--- config.mk ---
export PLATFORM = sky130hd
export DESIGN_NAME = mips_cpu_regfile_wb_arbiter
export DESIGN_NICKNAME = d
export VERILOG_FILES = /design/src/rtl/mips_cpu_pkg.sv /design/src/rtl/mips_cpu_wb_arb_core.sv /design/src/rtl/mips_cpu_regfile_wb_arbiter.sv
export SDC_FILE = /design/constraint.sdc
export NUM_CORES = 1
export LEC_CHECK = 0
export ABC_CLOCK_PERIOD_IN_PS = 4600
export CORE_MARGIN = 2
export CORE_UTILIZATION = 43
export CTS_BUF_LIST = sky130_fd_sc_hd__clkbuf_4 sky130_fd_sc_hd__clkbuf_8
export CTS_CLUSTER_DIAMETER = 100
export DETAILED_ROUTE_END_ITERATION = 7
export PLACE_DENSITY = 0.88
export SLEW_MARGIN = 20
export SYNTH_ARGS = -nofsm -noshare
export SYNTH_HDL_FRONTEND = slang
export SYNTH_SLANG_ARGS = --single-unit
--- constraint.sdc ---
create_clock -name clk -period 4.6 [get_ports clk]
set_input_delay 0.92 -clock clk [delete_from_list [all_inputs] [get_ports clk]]
set_output_delay 0.92 -clock clk [all_outputs]
set_load 0.02 [all_outputs]
--- src/rtl/mips_cpu_pkg.sv ---
// Shared CPU constants and types for the register-file write-back path.
// Requester indices fix the write-port priority order of the arbiter.
package mips_cpu_pkg;

    localparam int REG_AW   = 5;
    localparam int DATA_W   = 32;
    localparam int NUM_REGS = 32;

    localparam int REQ_ALU    = 0;
    localparam int REQ_LOAD   = 1;
    localparam int REQ_MULDIV = 2;

    typedef logic [REG_AW-1:0] reg_addr_t;
    typedef logic [DATA_W-1:0] word_t;

endpackage

--- src/rtl/mips_cpu_wb_arb_core.sv ---
// One-hot grant picker: the first valid requester found, searching upward
// from i_ptr and wrapping around. A pointer held at zero gives fixed priority.
module mips_cpu_wb_arb_core
    import mips_cpu_pkg::*;
#(
    parameter int N  = 3,
    parameter int PW = (N > 1) ? $clog2(N) : 1
) (
    input  logic [N-1:0]  i_valid,
    input  logic [PW-1:0] i_ptr,
    output logic [N-1:0]  o_grant
);

    localparam int SW = PW + 1;

    logic [SW-1:0] w_sum;
    logic [PW-1:0] w_idx;
    logic          w_found;

    always_comb begin
        o_grant = '0;
        w_found = 1'b0;
        w_sum   = '0;
        w_idx   = '0;
        for (int k = 0; k < N; k++) begin
            w_sum = {1'b0, i_ptr} + SW'(k);
            if (w_sum >= SW'(N))
                w_sum = w_sum - SW'(N);
            w_idx = w_sum[PW-1:0];
            if (!w_found && i_valid[w_idx]) begin
                o_grant[w_idx] = 1'b1;
                w_found        = 1'b1;
            end
        end
    end

endmodule

--- src/rtl/mips_cpu_regfile_wb_arbiter.sv ---
// Register-file write-port arbiter with a busy scoreboard for long-latency ops.
// Define MIPS_WB_ARB_RR_EN for round-robin arbitration; fixed priority otherwise.
module mips_cpu_regfile_wb_arbiter
    import mips_cpu_pkg::*;
#(
    parameter int N_REQ  = 3,
    parameter int REG_AW = mips_cpu_pkg::REG_AW,
    parameter int DATA_W = mips_cpu_pkg::DATA_W
) (
    input  logic                      clk,
    input  logic                      reset,
    input  logic [N_REQ-1:0]          i_req_valid,
    output logic [N_REQ-1:0]          o_req_ready,
    input  logic [N_REQ*REG_AW-1:0]   i_req_addr,
    input  logic [N_REQ*DATA_W-1:0]   i_req_data,
    input  logic                      i_issue_valid,
    input  logic [REG_AW-1:0]         i_issue_dest,
    input  logic [REG_AW-1:0]         i_chk_r1,
    input  logic [REG_AW-1:0]         i_chk_r2,
    output logic                      o_hazard,
    output logic                      o_rf_write_enable,
    output logic [REG_AW-1:0]         o_rf_write_r,
    output logic [DATA_W-1:0]         o_rf_write_data,
    output logic [NUM_REGS-1:0]       o_busy_vec
);

    localparam int PW = (N_REQ > 1) ? $clog2(N_REQ) : 1;

    logic [N_REQ-1:0]    w_core_grant;
    logic [N_REQ-1:0]    w_grant;
    logic [PW-1:0]       w_ptr;
    logic                w_any;
    logic [REG_AW-1:0]   w_sel_addr;
    logic [DATA_W-1:0]   w_sel_data;
    logic                w_emit;
    logic [NUM_REGS-1:0] w_busy_next;

    logic                r_we;
    logic [REG_AW-1:0]   r_wr;
    logic [DATA_W-1:0]   r_wd;
    logic [NUM_REGS-1:0] r_busy;

    mips_cpu_wb_arb_core #(.N(N_REQ), .PW(PW)) u_core (
        .i_valid (i_req_valid),
        .i_ptr   (w_ptr),
        .o_grant (w_core_grant)
    );

    assign w_grant     = reset ? '0 : w_core_grant;
    assign o_req_ready = w_grant;

    always_comb begin
        w_any      = 1'b0;
        w_sel_addr = '0;
        w_sel_data = '0;
        for (int i = 0; i < N_REQ; i++) begin
            if (w_grant[i]) begin
                w_any      = 1'b1;
                w_sel_addr = i_req_addr[i*REG_AW +: REG_AW];
                w_sel_data = i_req_data[i*DATA_W +: DATA_W];
            end
        end
    end

    // $0 writes are consumed here so the register file never sees them
    assign w_emit = w_any && (w_sel_addr != '0);

`ifdef MIPS_WB_ARB_RR_EN
    logic [PW-1:0] r_ptr;
    logic [PW-1:0] w_gidx;

    always_comb begin
        w_gidx = '0;
        for (int i = 0; i < N_REQ; i++)
            if (w_grant[i])
                w_gidx = PW'(i);
    end

    always_ff @(posedge clk) begin
        if (reset)
            r_ptr <= '0;
        else if (w_any)
            r_ptr <= (w_gidx == PW'(N_REQ - 1)) ? '0 : w_gidx + PW'(1);
    end

    assign w_ptr = r_ptr;
`else
    assign w_ptr = '0;
`endif

    // A fresh issue outranks the completing write so the new producer stays tracked
    always_comb begin
        w_busy_next = r_busy;
        if (r_we)
            w_busy_next[r_wr] = 1'b0;
        if (i_issue_valid && (i_issue_dest != '0))
            w_busy_next[i_issue_dest] = 1'b1;
    end

    always_ff @(posedge clk) begin
        if (reset) begin
            r_we   <= 1'b0;
            r_wr   <= '0;
            r_wd   <= '0;
            r_busy <= '0;
        end else begin
            r_we   <= w_emit;
            r_busy <= w_busy_next;
            if (w_emit) begin
                r_wr <= w_sel_addr;
                r_wd <= w_sel_data;
            end
        end
    end

    assign o_hazard = ((i_chk_r1 != '0) && r_busy[i_chk_r1]) ||
                      ((i_chk_r2 != '0) && r_busy[i_chk_r2]);

    assign o_rf_write_enable = r_we;
    assign o_rf_write_r      = r_wr;
    assign o_rf_write_data   = r_wd;
    assign o_busy_vec        = r_busy;

endmodule

==> reports/results.txt <==
fin crit share - 0.935
met3 usage - 0.0723
Starting Density - 0.438
crit path max fanout - 7
placed cell count - 693
final hold violation count - 0
IO buf count - 205
CTS tree - built
Routed WL - 13.3 mm
Clock Skew - 0.00777 ns
Crit Path Category - in2out
pin count of the biggest net entering global routing - 49
Setup Buffers After CTS - 0
Post-Synthesis Cells - 405
total number of vias - 4,169
outcome - finished clean
Hold WC Path Type - reg2reg
vias per cell - 5.89
die height - 97.7 um
Die ar. - 0.00955 sq mm
setup_tns - 0 ns
Yosys warning count - 0
mux contribution to synthesized area - 0.185
drt initial violations - 350
# DRC - 0
RSZ-0062 raised after global routing - no
cell area after synthesis - 0.00378 sq mm
CTS max path bufs - 2
register area - 0.00140 sq mm
setup ws final - 0.300 ns
gr busiest metal - met2
clock latency on the worst-skew pair - 0.34 ns
grt met1 use - 0.310
initial antenna violation count - 0
Setup violations, final - 0
vias in the first global route - 4,225
Post-DRT Antenna Nets - 0
hpwl dp - 10.2 mm
Reg clk slew, reported paths - 0.07 ns
main combinational cell family by area after synthesis - compound AO/OA/AOI/OAI gates
Filler Cell Count - 639
Multi-input gate area - 0.00221 sq mm
Compound-Gate Fraction of Synth Area - 0.218
Routed WL per cell - 18.7 um
synth unique cells - 35
Area growth, synth to finish - 61.7%
Root Driver - clkbuf_8
met2 Track Usage GR - 0.486
Synth Area in Simple Gates - 0.181
RePlAce Congestion - 0.971
Worst Max-Slew Pin Slew - 1.07 ns
#FFs+latches synth - 70
Die Wd - 97.7 um
Max Freq - 233 MHz
Arr. time, crit path - 3.38 ns
peak supply drop - 0.153 mV
final std cells w/o fill - 708
Post-Place Worst Slack - 0.291 ns
first-pass GRT wire length - 21.0 mm
# H-tree levels - 3
Post-Syn Nets - 537
final core utilization - 0.707
Hold-fix buffers, CTS - 0
Max-cap violations - 0
crit path launch type - input port
core area - 0.00864 sq mm
GRT Overall Usage - 0.272
number of diodes - 0
Post-Synth XOR/XNOR Area - 0
Total Nets Final - 728
Slew HR - 0.285
drt pass-1 iters - 8
Seq/Total Area, Yosys - 0.371
power per cell area - 276 mW/mm^2
# resized after CTS - 0
Avg Inst Size Synth - 9.33 sq um
CTS sink count - 70
global route overflow - 0
share of cells above drive strength 1 - 0.0733
Synth Area in Adders - 0
I/O pins - 206
fin crit period - 4.30 ns
Lkg Pwr - 2.27 nW
Slew Viols, Final - 0
CTS Buf Count - 9
FP Rows - 34
Setup crit end kind - output port
Req. time, crit path - 3.68 ns
through the flow:
stage               hold slack (ns)  total power, mW  instance area, sq um
CTS                           0.481             1.70                  6110
detailed placement            0.463             1.11                  5870
global route                  0.496             1.75                  6110
global placement              0.459             1.10                  5870
floorplan                     0.546            0.876                  3780
finish                        0.477             1.69                  6110
power breakdown:
| part | switching [mW] | internal, mW |
|---|---|---|
| logic | 0.194 | 0.234 |
| registers | 0.0285 | 0.642 |
| clock network | 0.231 | 0.357 |
final cells by class:
class,instances,area share
flip-flops and latches,70,0.229
clock buffers,9,0.0203
repair buffers,213,0.345
multi-input cells,298,0.363
inverters,4,0.00246
well taps,108,0.0221
clock inverters,6,0.0182
registers in the layout, indices dropped and copies added (netlist names):
name and flops:
o_rf_write_r 5, o_busy_vec 32, o_rf_write_data 32, o_rf_write_enable 1
layer usage:
layer	share of wire	wire (um)	up-vias
met4	0.027	352	0
met2	0.52	6870	248
met5	0	0	-
li1	-	-	1940
met1	0.37	4880	1950
met3	0.087	1150	31
path summary, 6_finish.rpt:
kind	slack, ns	depth (start not counted)	endpoint	from
setup / recovery	0.30	6	o_hazard	i_chk_r1[0]
hold / removal	0.48	2	o_rf_write_data[7]$_SDFFE_PP0P_	o_rf_write_data[7]$_SDFFE_PP0P_
setup reg to reg	3.19	3	o_busy_vec[19]$_SDFF_PP0_	o_rf_write_r[4]$_SDFFE_PP0P_
hold reg to reg	0.48	2	o_rf_write_data[7]$_SDFFE_PP0P_	o_rf_write_data[7]$_SDFFE_PP0P_
synthesized netlist by cell type (all sizes together):
master | number | area share
and3b | 2 | 0.0046
mux2 | 2 | 0.0060
and3 | 2 | 0.0033
buf | 8 | 0.016
nand4 | 3 | 0.0050
a221o | 3 | 0.0079
nor3b | 9 | 0.018
mux2i | 36 | 0.095
a222oi | 33 | 0.087
dfxtp | 70 | 0.37
nand3 | 5 | 0.0079
nor2 | 6 | 0.0060
nand3b | 5 | 0.0099
nor3 | 2 | 0.0026
inv | 4 | 0.0040
or3 | 3 | 0.0063
o21ai | 34 | 0.045
a22oi | 5 | 0.0099
a311oi | 4 | 0.0093
clkbuf | 25 | 0.025
nor2b | 3 | 0.0050
nand2 | 45 | 0.045
nand2b | 37 | 0.063
mux4 | 14 | 0.083
o211ai | 1 | 0.0020
or3b | 2 | 0.0046
o221ai | 1 | 0.0023
a21oi | 41 | 0.054
critical path: stages:
cell and delay [ns]:
clkdlybuf4s50_1 0.73, mux4_2 0.56, mux4_2 0.46, nand2_1 0.08, o211ai_1 0.08, clkdlybuf4s50_1 0.55
cell usage in the layout (no fill, tap or decap), types with 13 or more instances in the layout:
master,instances
clkdlybuf4s50_1,204
dfxtp_1,70
nand2_1,45
a21oi_1,41
mux2i_1,36
nand2b_1,36
a222oi_1,33
o21ai_0,21
mux4_2,14
o21ai_1,13
cell families (layout without fill, tap and decap cells):
logic type | after synthesis | after routing
and+or+nand+nor | 124 | 124
AOI/OAI and AO/OA | 122 | 122
muxes | 52 | 52
DFF | 70 | 70
buffers and inverters | 37 | 232
Note: power is estimated with default switching activity, not from simulation.
